<file path="src/rtl/fetch_stage.sv">
// rtl/fetch_stage.sv - instruction fetch stage with PC, imem handshake and IF/ID register
module fetch_stage #(
    parameter logic [31:0] RESET_PC  = 32'h0000_0000,
    parameter logic [31:0] NOP_INSTR = 32'h0000_0000
) (
    input  logic        clk,
    input  logic        reset,
    input  logic        STALL,
    input  logic        branch_taken,
    input  logic [31:0] branch_pc,
    input  logic        Jump,
    input  logic [31:0] Jump_address,
    output logic        imem_req,
    output logic [31:0] imem_addr,
    input  logic        imem_ready,
    input  logic [31:0] imem_rdata,
    output logic [31:0] pc_out,
    output logic [31:0] address_final,
    output logic [31:0] Instruction,
    output logic        if_id_valid
);

    typedef enum logic [1:0] {
        S_IDLE,
        S_REQ,
        S_KILL,
        S_HOLD
    } state_t;

    state_t      state;
    logic [31:0] pc;
    logic [31:0] req_addr;
    logic [31:0] hold_buf;

    logic        redirect;
    logic [31:0] target;
    logic [31:0] pc_plus4;

    // Redirect target selection: branch beats jump, targets are word aligned
    always_comb begin
        redirect = branch_taken | Jump;
        target   = (branch_taken ? branch_pc : Jump_address) & 32'hFFFF_FFFC;
        pc_plus4 = pc + 32'd4;
    end

    assign pc_out    = pc;
    assign imem_addr = req_addr;

    // Fetch FSM: PC, request address, hold buffer and IF/ID register
    always_ff @(posedge clk) begin
        if (reset) begin
            state         <= S_IDLE;
            pc            <= RESET_PC;
            req_addr      <= RESET_PC;
            imem_req      <= 1'b0;
            hold_buf      <= 32'h0;
            Instruction   <= NOP_INSTR;
            address_final <= 32'h0;
            if_id_valid   <= 1'b0;
        end else begin
            case (state)
                S_IDLE: begin
                    state    <= S_REQ;
                    imem_req <= 1'b1;
                    req_addr <= pc;
                end

                S_REQ: begin
                    if (imem_ready) begin
                        if (redirect) begin
                            // Fetched word is on the wrong path; refetch at target
                            pc          <= target;
                            req_addr    <= target;
                            Instruction <= NOP_INSTR;
                            if_id_valid <= 1'b0;
                        end else if (!STALL) begin
                            Instruction   <= imem_rdata;
                            address_final <= pc_plus4;
                            if_id_valid   <= 1'b1;
                            pc            <= pc_plus4;
                            req_addr      <= pc_plus4;
                        end else begin
                            // Decode cannot take it yet; park the word and drop the request
                            hold_buf <= imem_rdata;
                            state    <= S_HOLD;
                            imem_req <= 1'b0;
                        end
                    end else if (redirect) begin
                        // Request stays on the bus; its data will be thrown away
                        pc          <= target;
                        Instruction <= NOP_INSTR;
                        if_id_valid <= 1'b0;
                        state       <= S_KILL;
                    end else if (!STALL) begin
                        Instruction <= NOP_INSTR;
                        if_id_valid <= 1'b0;
                    end
                end

                S_KILL: begin
                    if (redirect) begin
                        pc <= target;
                    end
                    if (imem_ready) begin
                        req_addr <= redirect ? target : pc;
                        state    <= S_REQ;
                    end
                    if (redirect || !STALL) begin
                        Instruction <= NOP_INSTR;
                        if_id_valid <= 1'b0;
                    end
                end

                S_HOLD: begin
                    if (redirect) begin
                        pc          <= target;
                        req_addr    <= target;
                        Instruction <= NOP_INSTR;
                        if_id_valid <= 1'b0;
                        state       <= S_REQ;
                        imem_req    <= 1'b1;
                    end else if (!STALL) begin
                        Instruction   <= hold_buf;
                        address_final <= pc_plus4;
                        if_id_valid   <= 1'b1;
                        pc            <= pc_plus4;
                        req_addr      <= pc_plus4;
                        state         <= S_REQ;
                        imem_req      <= 1'b1;
                    end
                end

                default: begin
                    state    <= S_IDLE;
                    imem_req <= 1'b0;
                end
            endcase
        end
    end

endmodule

</file>
<file path="config.mk">
export PLATFORM = sky130hd
export DESIGN_NAME = fetch_stage
export DESIGN_NICKNAME = d
export VERILOG_FILES = /design/src/rtl/fetch_stage.sv
export SDC_FILE = /design/constraint.sdc
export NUM_CORES = 1
export LEC_CHECK = 0
export CORE_ASPECT_RATIO = 0.7
export CORE_MARGIN = 8
export CORE_UTILIZATION = 30
export CTS_CLUSTER_DIAMETER = 100
export DETAILED_ROUTE_END_ITERATION = 8
export GPL_TIMING_DRIVEN = 0
export SYNTH_ARGS = -nofsm -noshare
export SYNTH_HDL_FRONTEND = slang
export SYNTH_SLANG_ARGS = --single-unit
</file>
<file path="constraint.sdc">
create_clock -name clk -period 3.1 [get_ports clk]
set_input_delay 0.775 -clock clk [delete_from_list [all_inputs] [get_ports clk]]
set_output_delay 0.775 -clock clk [all_outputs]
set_load 0.05 [all_outputs]
</file>
After elaboration in Yosys (flattened, before gate mapping)

Index checks and enable logic that the tools add are counted.

Bits in writable memories: 0
Output and inout port bits: 130
Bits of input ports: 102
Bits in latches: 0
Bits in registers: 164
Memories kept: 0
Bits in read-only memories: 0

Muxes and demuxes: 45
Div/mod/pow operators: 0
Reduce and logical (&&, ||, !) cells: 13
$lt $le $gt $ge: 0
Shifts and indexed selects: 0
$add $sub $neg: 1
Equality and inequality tests: 14
Multipliers: 0
Bitwise operators: 2

Operators by type and width:

| cell                    | number |
|---|---|
| $mux W32                | 20 |
| $pmux W32 S3            | 2 |
| $pmux W32 S4            | 1 |
| $pmux W32 S2            | 1 |
| $add A32 B3 Y32 const B | 1 |
| $ne A3 B3 Y1 const B    | 5 |
| $mux W2                 | 7 |
| $mux W1                 | 11 |
| $ne A2 B2 Y1 const B    | 5 |
| $reduce_and A5 Y1       | 2 |
| $pmux W2 S4             | 1 |
| $reduce_and A4 Y1       | 2 |
| $pmux W1 S3             | 2 |
| $reduce_bool A3 Y1      | 2 |
| $eq A2 B2 Y1 const B    | 2 |
| $ne A4 B4 Y1 const B    | 1 |
| $reduce_and A2 Y1       | 2 |
| $reduce_and A3 Y1       | 1 |
| $eq A2 B1 Y1 const B    | 1 |
| $logic_not A2 Y1        | 1 |
| $reduce_bool A2 Y1      | 1 |
| $logic_not A1 Y1        | 1 |
| $logic_or A1 B1 Y1      | 1 |
| $not A1 Y1              | 1 |
| $or A1 B1 Y1            | 1 |

Logic depth before layout (Yosys ltp)

Gate-level depths: netlist of the first run.

Depth in word-level cells: 5
Gate-level depth with buffers: 9
Mapped depth without buffers: 7

Worst setup path after synthesis of the first run

Ideal clock, no wire load.

Path kind: reg2reg
From: register pc[2] (netlist: pc_out[2])
To: register pc[26] (netlist: pc_out[26])
Library setup time: 0.074 ns
Stages on the path, launching flop included: 9
Data required time: 3.026 ns
Path slack: 0.409 ns
Arrival: 2.617 ns
Clock period less this slack: 2.691 ns
Cell sequence: dfxtp_1 ha_1 clkbuf_1 nand4_1 or4_1 buf_6 o31a_1 a311o_1 a31oi_1

Longest elaborated chain between the ends: 5

RTL lines:

| element                  | line    | RTL |
|---|---|---|
| start: declaration       | 31      | `logic [31:0] pc;` |
| start signal: assignment | 72      | `pc <= target;` |
| start signal: assignment | 80      | `pc <= pc_plus4;` |
| start signal: assignment | 90      | `pc <= target;` |
| $add A32 B3 Y32 (*)      | 43      | `pc_plus4 = pc + 32'd4;` |
| $mux W32 (*)             | 76, 122 |  |
| $mux W32 (*)             | 70      | `if (redirect) begin` |
| $mux W32                 | 69      | `if (imem_ready) begin` |
| $pmux W32 S3 (*)         | 61      | `case (state)` |

Mark *: on every way between the ends. The rest lies on a longest branch, timed or not.
A chain may end at the register's enable or synchronous reset.

Worst setup path after layout of the first run

From: input port branch_taken
To: register req_addr[2] (netlist: imem_addr[2])

Longest elaborated chain between the ends: 4
Elaborated cells on any way between the ends: 7

RTL lines:

| element                                         | line    | RTL |
|---|---|---|
| start: declaration                              | 9       | `input logic branch_taken,` |
| $mux W32 / $or A1 B1 Y1 (equally long branches) | 42, 41  |  |
| $mux W32 (on tied branches)                     | n/a     |  |
| $mux W32 (on tied branches)                     | 104, 69 |  |
| $pmux W32 S4 (*)                                | 61      |  |
| end signal: assignment                          | 65      | `req_addr <= pc;` |
| end signal: assignment                          | 73      | `req_addr <= target;` |
| end signal: assignment                          | 105     | `req_addr <= redirect ? target : pc;` |
| end: declaration                                | 32      | `logic [31:0] req_addr;` |

Mark *: on every way between the ends. The rest lies on a longest branch, timed or not. The select of a mux whose other input is x is not followed.

==> results of run 1 <==
[tightest hold or removal path, cell delays in order (launching register included)]
cell and delay [ps]:
dfxtp_1 310, nand2_1 50, a21oi_1 50
[layer usage]
metal	GRT usage (%)	share of wire, %	vias up
li1	-	-	4979
met1	35.27	45	5297
met2	35.90	40	701
met3	9.973	12	91
met4	8.234	2.9	0
met5	0	0	-
[state kept, by name (all words and copies together) (netlist names)]
signal	count
imem_addr	32
imem_req	1
pc_out	32
Instruction	32
state	2
if_id_valid	1
hold_buf	32
address_final	32
[cell families (layout without fill, tap and decap cells)]
family | count (synthesis) | count (layout)
AND/OR/NAND/NOR | 435 | 435
AO/OA/AOI/OAI | 397 | 397
adder cells (fa/ha/maj) | 5 | 5
multiplexers | 49 | 49
XOR/XNOR | 21 | 21
other | 0 | 1
flip-flops | 164 | 164
buffers and inverters | 157 | 410
[final cells by class]
type	count	area, um^2
Inverter	26	97.59
Antenna cell	1	2.502
Buffer	128	569.3
Clock inverter	11	150.1
Timing Repair Buffer	224	2242
Tap cell	420	525.5
Multi-Input combinational cell	907	5515
Sequential cell	164	3283
Fill cell	3286	18100
Clock buffer	21	460.4
[metrics by stage]
stage	instance area [um^2]	hold WS, ps	instances	worst slack [ps]	utilization (%)
after floorplan	9365	436.0	1228	409.2	-
after global placement	12130	440.9	1872	-1373	39.21
after detailed placement	12130	446.5	1872	-1357	39.21
after CTS	12800	455.8	1902	0.8842	41.36
after global routing	12840	474.1	1901	-9.922	41.50
final	12850	456.2	1902	-42.65	41.51
[worst min-delay path by stage]
stage | start | endpoint | slack (ps) | cells after the start
after floorplan | hold_buf[0] | hold_buf[0] | 440 | 2
after global placement | hold_buf[4] | hold_buf[4] | 440 | 2
after detailed placement | hold_buf[4] | hold_buf[4] | 450 | 2
after CTS | hold_buf[4] | hold_buf[4] | 460 | 2
after global routing | imem_addr[18] | imem_addr[18] | 470 | 2
final | hold_buf[24] | hold_buf[24] | 460 | 2
[synth_stat cells, drive strengths merged (3+ instances only)]
cell type and n:
dfxtp 164, a21oi 134, nand2 129, nor2 107, clkbuf 105, o21ai 74
nor3 60, mux2i 48, nand3 31, a211oi 28, buf 26, inv 25
nor4 23, a221oi 17, a311oi 16, xnor2 16, nand2b 15, o31a 13
a22oi 12, nand4 12, a21o 10, a22o 10, nor2b 10, a31oi 9
o21a 9, or4 9, and3 7, or3 7, a221o 6, o31ai 6
a2111oi 5, a21boi 5, and2 5, ha 5, o211ai 5, o221ai 5
xor2 5, and4 4, nand3b 4, o21bai 4, o22ai 4, nor3b 3
o311ai 3, o32ai 3, or2 3
[power groups by stage]
stage	registers, uW	logic (uW)	clock network [uW]
4_1_cts	2400	2410	2320
3_5_place_dp	2440	2390	0
2_1_floorplan	2870	958	0
5_1_grt	2410	2580	2410
3_3_place_gp	2440	2390	0
6_report	2400	2470	2290
==> results.md, run 1 <==
* Mapped Avg Cell Area at 7.626 um^2
* Unique masters post-synth at 73
* Final setup vio count at 2
* Compound-Gate Fraction of Synth Area at 27.70%
* FF+latch count, synth at 164
* HPWL after detailed placement at 36.95 mm
* Layout cells sized above 1 at 6.415%
* Reg2reg start: state[1]
* Max frequency at 318.2 MHz
* Max-Cap Viols at 0
* R2R setup slack at 40 ps
* VDD IR max at 0.0002958 V
* Failing checks: negative setup slack
* Crit-path max FO at 10
* I/O pin count at 232
* Top Family by Delay on Critical Path: buffers and inverters
* Post-synth EDFFs at 0
* Post-Synth XOR/XNOR Area at 1.964%
* Setup TNS at -67.74 ps
* PwrDens at 557.9 mW/mm^2
* Setup Skew at 12.26 ps
* First-pass GRT wire length at 70.10 mm
* Synth warn at 0
* H-Tree Depth at 4
* Crit path largest cell delay at 830 ps
* Initial Utilization at 30.26%
* Final period util at 101.4%
* Largest net degree at the start of global routing at 20
* CTS tree: yes
* Initial antenna violation count at 0
* Top post-synthesis cells by area: dfxtp_1, a21oi_1, nand2_1, mux2i_1, nor2_1
* Critical Path End: imem_addr[2]
* Nets at 1575
* Global Route Usage Sum at 25.58%
* Die footprint at 0.03722 mm^2
* R2R depth at 8
* Max Slew Vio Count at 0
* Setup ws final at -42.65 ps
* Worst Tran Pin Value at 1046 ps
* Number of CTS-inserted buffers at 17
* Tmin final at 3143 ps
* Sequential Power Share at 33.5%
* Synthesized area at 0.009365 mm^2
* Register area share after synthesis at 35.06%
* Clock Latency Late Sink at 460 ps
* Worst setup path category: primary input to register
* Cell Int Power at 4332 uW
* Worst path cell trace: clkbuf_1, clkbuf_1, clkdlybuf4s15_1, a22oi_1, a21oi_1, o221ai_1, a21oi_1
* Post-CTS Hold Fix Bufs at 0
* Clk sinks at 164
* I/O Buffers at 224
* Resized Gates After CTS at 30
* Critical path buffers and inverters at 3
* Post-CTS Setup Inserts at 0
* P&R area growth vs syn at 37.17%
* Die Ht at 163.8 um
* Post-Synth Simple-Gate Area at 22.63%
* Synthesized instance count at 1228
* Data required time at the worst endpoint at 3470 ps
* Clock share of power at 32.0%
* Slew HR at 30.26%
* Commonest non-fill, non-tap cell in the layout: clkdlybuf4s50_1
* Vias per cell at 5.819
* Syn_nets at 1335
* Vias in the first global route at 10600
* Final Total Pwr at 7166 uW
* Asr flop ratio synth at 0%
* WL/cell at 25.71 um
* DRT iter0 DRCs at 1307
* CP endpoint kind: register
* Rows at 54
* Most frequent cells in the layout: clkdlybuf4s50_1, dfxtp_1, a21oi_1
* Final wirelength at 48.90 mm
* Switching power share of the total at 39.55%
* Status: complete, but fails checks
* Residual DRC at 0
* Ys flop type: dfxtp_1
* RSZ-0062 raised after global routing: yes
* HP Class: register to register
* GPL Wtd Cong at 0.9756
* Total gr overflow at 0
* CTS Buffer Depth at 2
* Slowest-stage cell, CP: clkdlybuf4s15_1
* Root buffer cell: clkbuf_16
* Switch Pwr at 2834 uW
* Critical Path Start Type: primary input
* 1st-pass router iterations at 6
* Critical path arrival at 3510 ps
* Antenna Nets Post-Route at 0
* Largest family of logic cells by synthesized area: compound AO/OA/AOI/OAI gates
* Post-synthesis mux area share at 5.251%
* Synth area leader: dfxtp_1
* Chip width at 227.2 um
* Worst setup path startpoint: branch_taken
* Post-synth top area share at 35.06%
* Fin. Hold Viols at 0
* Adder-cell share of the synthesized area at 0.6680%
* Reg2Reg Capture Point: if_id_valid
* Via Count at 11070
* Levels on crit path at 7
* LEAKAGE at 0.004200 uW
* Core area at 0.03094 mm^2
* Gate power share at 34.5%
* Clk slew on worst S/H paths at 70 ps
No activity file was read; power rests on OpenSTA's default activity.
==> inputs of run 2 (changes only) <==
CTS_CLUSTER_SIZE = 10   (was not set)
==> results of run 2 <==
No change in the layout: final DEF, timing and power equal those of run 1.
==> inputs of run 3 (changes only) <==
CORE_UTILIZATION = 35   (was 30)
RECOVER_POWER = 100   (was not set)
==> run 3 against run 2 <==
The flow still finishes with violations (negative setup slack). Sequential power about the same. Fmax fell by 4.4%. Total power shrank 3.1%. First-iteration DRC count rose by 4.0%. Sequential share of layout area rose by 0.28 points. Utilization is 6.4 points higher. Worst hold slack lost 2.5 ps. Design area is 1.1% lower.
==> results.md, run 3 (same netlist as run 1, synthesis figures left out) <==
* Root buffer cell: clkbuf_16
* Setup Skew at 12.50 ps (+0.2414 ps)
* Worst Tran Pin Value at 1077 ps (+31.27 ps)
* R2R setup slack at 60 ps (+20 ps)
* Routed wl met3 at 6.208 mm (+1.8%)
* Chip width at 211.5 um (-6.9%)
* Max-Cap Viols at 0 (unchanged)
* Max Slew Vio Count at 0 (unchanged)
* Clock Latency Late Sink at 450 ps (about the same)
* Initial Utilization at 35.31% (+5.0 points)
* Die Ht at 152.9 um (-6.7%)
* Failing checks: negative setup slack
* Status: complete, but fails checks
* First-pass GRT wire length at 69.69 mm (-0.58%)
* Max frequency at 304.4 MHz (-4.4%)
* Total gr overflow at 0 (unchanged)
* Clk sinks at 164 (unchanged)
* PwrDens at 546.3 mW/mm^2 (-2.1%)
* Slowest-stage cell, CP: buf_1
* Slew HR at 28.18% (-2.1 points)
* HP Class: register to register
* Reg2Reg Capture Point: imem_addr[30]
* DRT iter0 DRCs at 1359 (+4.0%)
* Top Family by Delay on Critical Path: buffers and inverters
* Crit path largest cell delay at 730 ps (-100 ps)
* Antenna Nets Post-Route at 0 (unchanged)
* Die footprint at 0.03233 mm^2 (-13%)
* Hold slack at 453.7 ps (-2.474 ps)
* DR WL met2 at 18.84 mm (-3.8%)
* Final setup vio count at 7 (+5)
* CTS Buffer Depth at 2 (unchanged)
* Vias per cell at 6.012 (+3.3%)
* Critical path arrival at 3630 ps (+120 ps)
* 1st-pass router iterations at 8 (+2)
* Post-CTS Hold Fix Bufs at 0 (unchanged)
* Post-CTS Setup Inserts at 0 (unchanged)
* WL met1 at 20.88 mm (-4.2%)
* Layout cells sized above 1 at 6.280% (-0.14 points)
* WHS Path Cells at 2 (unchanged)
* Crit-path max FO at 10 (unchanged)
* Most frequent cells in the layout: dfxtp_1, a21oi_1, dlygate4sd3_1
* Hold Path End: hold_buf[6]
* R2R depth at 9 (+1)
* Largest net degree at the start of global routing at 20 (unchanged)
* Reg2reg start: pc_out[2]
* Residual DRC at 0 (unchanged)
* H-Tree Depth at 4 (unchanged)
* Worst path cell trace: clkdlybuf4s50_1, buf_1, clkbuf_1, nor3_1, nand2_1, o221ai_1, a221oi_1
* WL/cell at 25.71 um (about the same)
* Rows at 50 (-7.4%)
* I/O pin count at 232 (unchanged)
* Final wirelength at 47.49 mm (-2.9%)
* Min-delay src: hold_buf[6]
* GPL Wtd Cong at 1.013 (+3.8%)
* Number of CTS-inserted buffers at 17 (unchanged)
* Critical Path Start Type: primary input
* P&R area growth vs syn at 35.70%
* Critical path buffers and inverters at 3 (unchanged)
* CTS tree: yes
* CP endpoint kind: register
* Nets at 1575 (unchanged)
* Core area at 0.02653 mm^2 (-14%)
* Commonest non-fill, non-tap cell in the layout: dfxtp_1
* Via Count at 11100 (+0.33%)
* Worst setup path category: primary input to register
* HPWL after detailed placement at 35.51 mm (-3.9%)
* Data required time at the worst endpoint at 3450 ps (-20 ps)
* Top layer in use: met5
* Tmin final at 3286 ps (+142.9 ps)
* Clk slew on worst S/H paths at 80 ps (about the same)
* I/O Buffers at 224 (unchanged)
* Final period util at 106.0% (+4.6 points)
* RSZ-0062 raised after global routing: yes
* Filler Cell Count at 2716 (-17%)
* LEAKAGE at 0.004568 uW (+8.7%)
* Fin. Hold Viols at 0 (unchanged)
* Global Route Usage Sum at 28.41% (+2.8 points)
* VDD IR max at 0.0004134 V (+40%)
* Final core occ at 47.91% (+6.4 points)
* Setup ws final at -185.6 ps (-142.9 ps)
* Initial antenna violation count at 1 (+1)
* Vias in the first global route at 10580 (-0.26%)
-- run 3: cell types whose count changed in the layout (fill, tap and decap cells not counted), moves of 2 or more --
cell and change:
clkdlybuf4s50_1 -130, dlygate4sd3_1 +130, buf_2 -5, clkbuf_2 +5, clkbuf_1 +4, and2_0 +3
and2_1 -3, clkinv_2 +3, buf_1 -2, bufinv_16 -2, inv_8 +2
-- run 3: final cells by class --
type / count / area [um^2] / share of cell area (%)
Sequential cell: 164 / 3283 / 25.83
Timing Repair Buffer: 224 / 2242 / 17.64
Tap cell: 364 / 455.4 / 3.584
Multi-Input combinational cell: 907 / 5510 / 43.36
Inverter: 26 / 97.59 / 0.7679
Antenna cell: 2 / 5.005 / 0.03938
Buffer: 128 / 548.0 / 4.312
Clock buffer: 18 / 439.2 / 3.456
Clock inverter: 14 / 127.6 / 1.004
-- run 3: worst max path at each step --
stage               startpoint              end  slack [ps]  depth (start not counted)
floorplan            pc_out[2]       pc_out[26]         410                          8
global placement          Jump  Instruction[24]       -1320                          9
detailed placement        Jump  Instruction[24]       -1300                          9
CTS                      STALL       pc_out[22]           6                          7
global route             STALL       pc_out[22]         -80                          7
finish                   STALL       pc_out[22]        -190                          7
-- run 3: metrics by stage --
| step | cell area (um^2) | TNS, ps | cells | total power, uW | worst slack [ps] |
|---|---|---|---|---|---|
| floorplan | 9365 | 0 | 1228 | 3823 | 409.2 |
| global placement | 12060 | -91080 | 1816 | 4825 | -1317 |
| detailed placement | 12060 | -90510 | 1816 | 4823 | -1298 |
| CTS | 12680 | 0 | 1846 | 6953 | 5.830 |
| global route | 12700 | -338.9 | 1845 | 7173 | -84.68 |
| finish | 12710 | -479.3 | 1847 | 6942 | -185.6 |
-- run 3: worst reg2reg max path: cells and delay by family (launching register included) --
| kind | cells | cell delay (ps) |
|---|---|---|
| AO/OA/AOI/OAI | 2 | 390 |
| AND/OR/NAND/NOR | 3 | 920 |
| adder cells (fa/ha/maj) | 1 | 220 |
| buffers and inverters | 3 | 900 |
| flip-flops | 1 | 530 |
-- run 3: power by group --
part | switching, uW | internal [uW] | leakage, uW
clock | 991 | 1140 | 0.000280
combinational | 1710 | 713 | 0.00295
sequential | 136 | 2250 | 0.00133
total | 2840 | 4100 | 0.00457
-- run 3: repair_timing --
| action | in CTS | in global routing |
|---|---|---|
| resized for setup | 27 | 24 |
| endpoints found under the hold margin | 0 | 0 |
| setup endpoints to repair | 93 | 76 |
-- run 3: routing by layer --
layer | track usage (%) | up-vias
met5 | 0 | -
met4 | 10.23 | 2
met3 | 10.34 | 122
met2 | 38.71 | 740
met1 | 40.07 | 5253
li1 | - | 4987
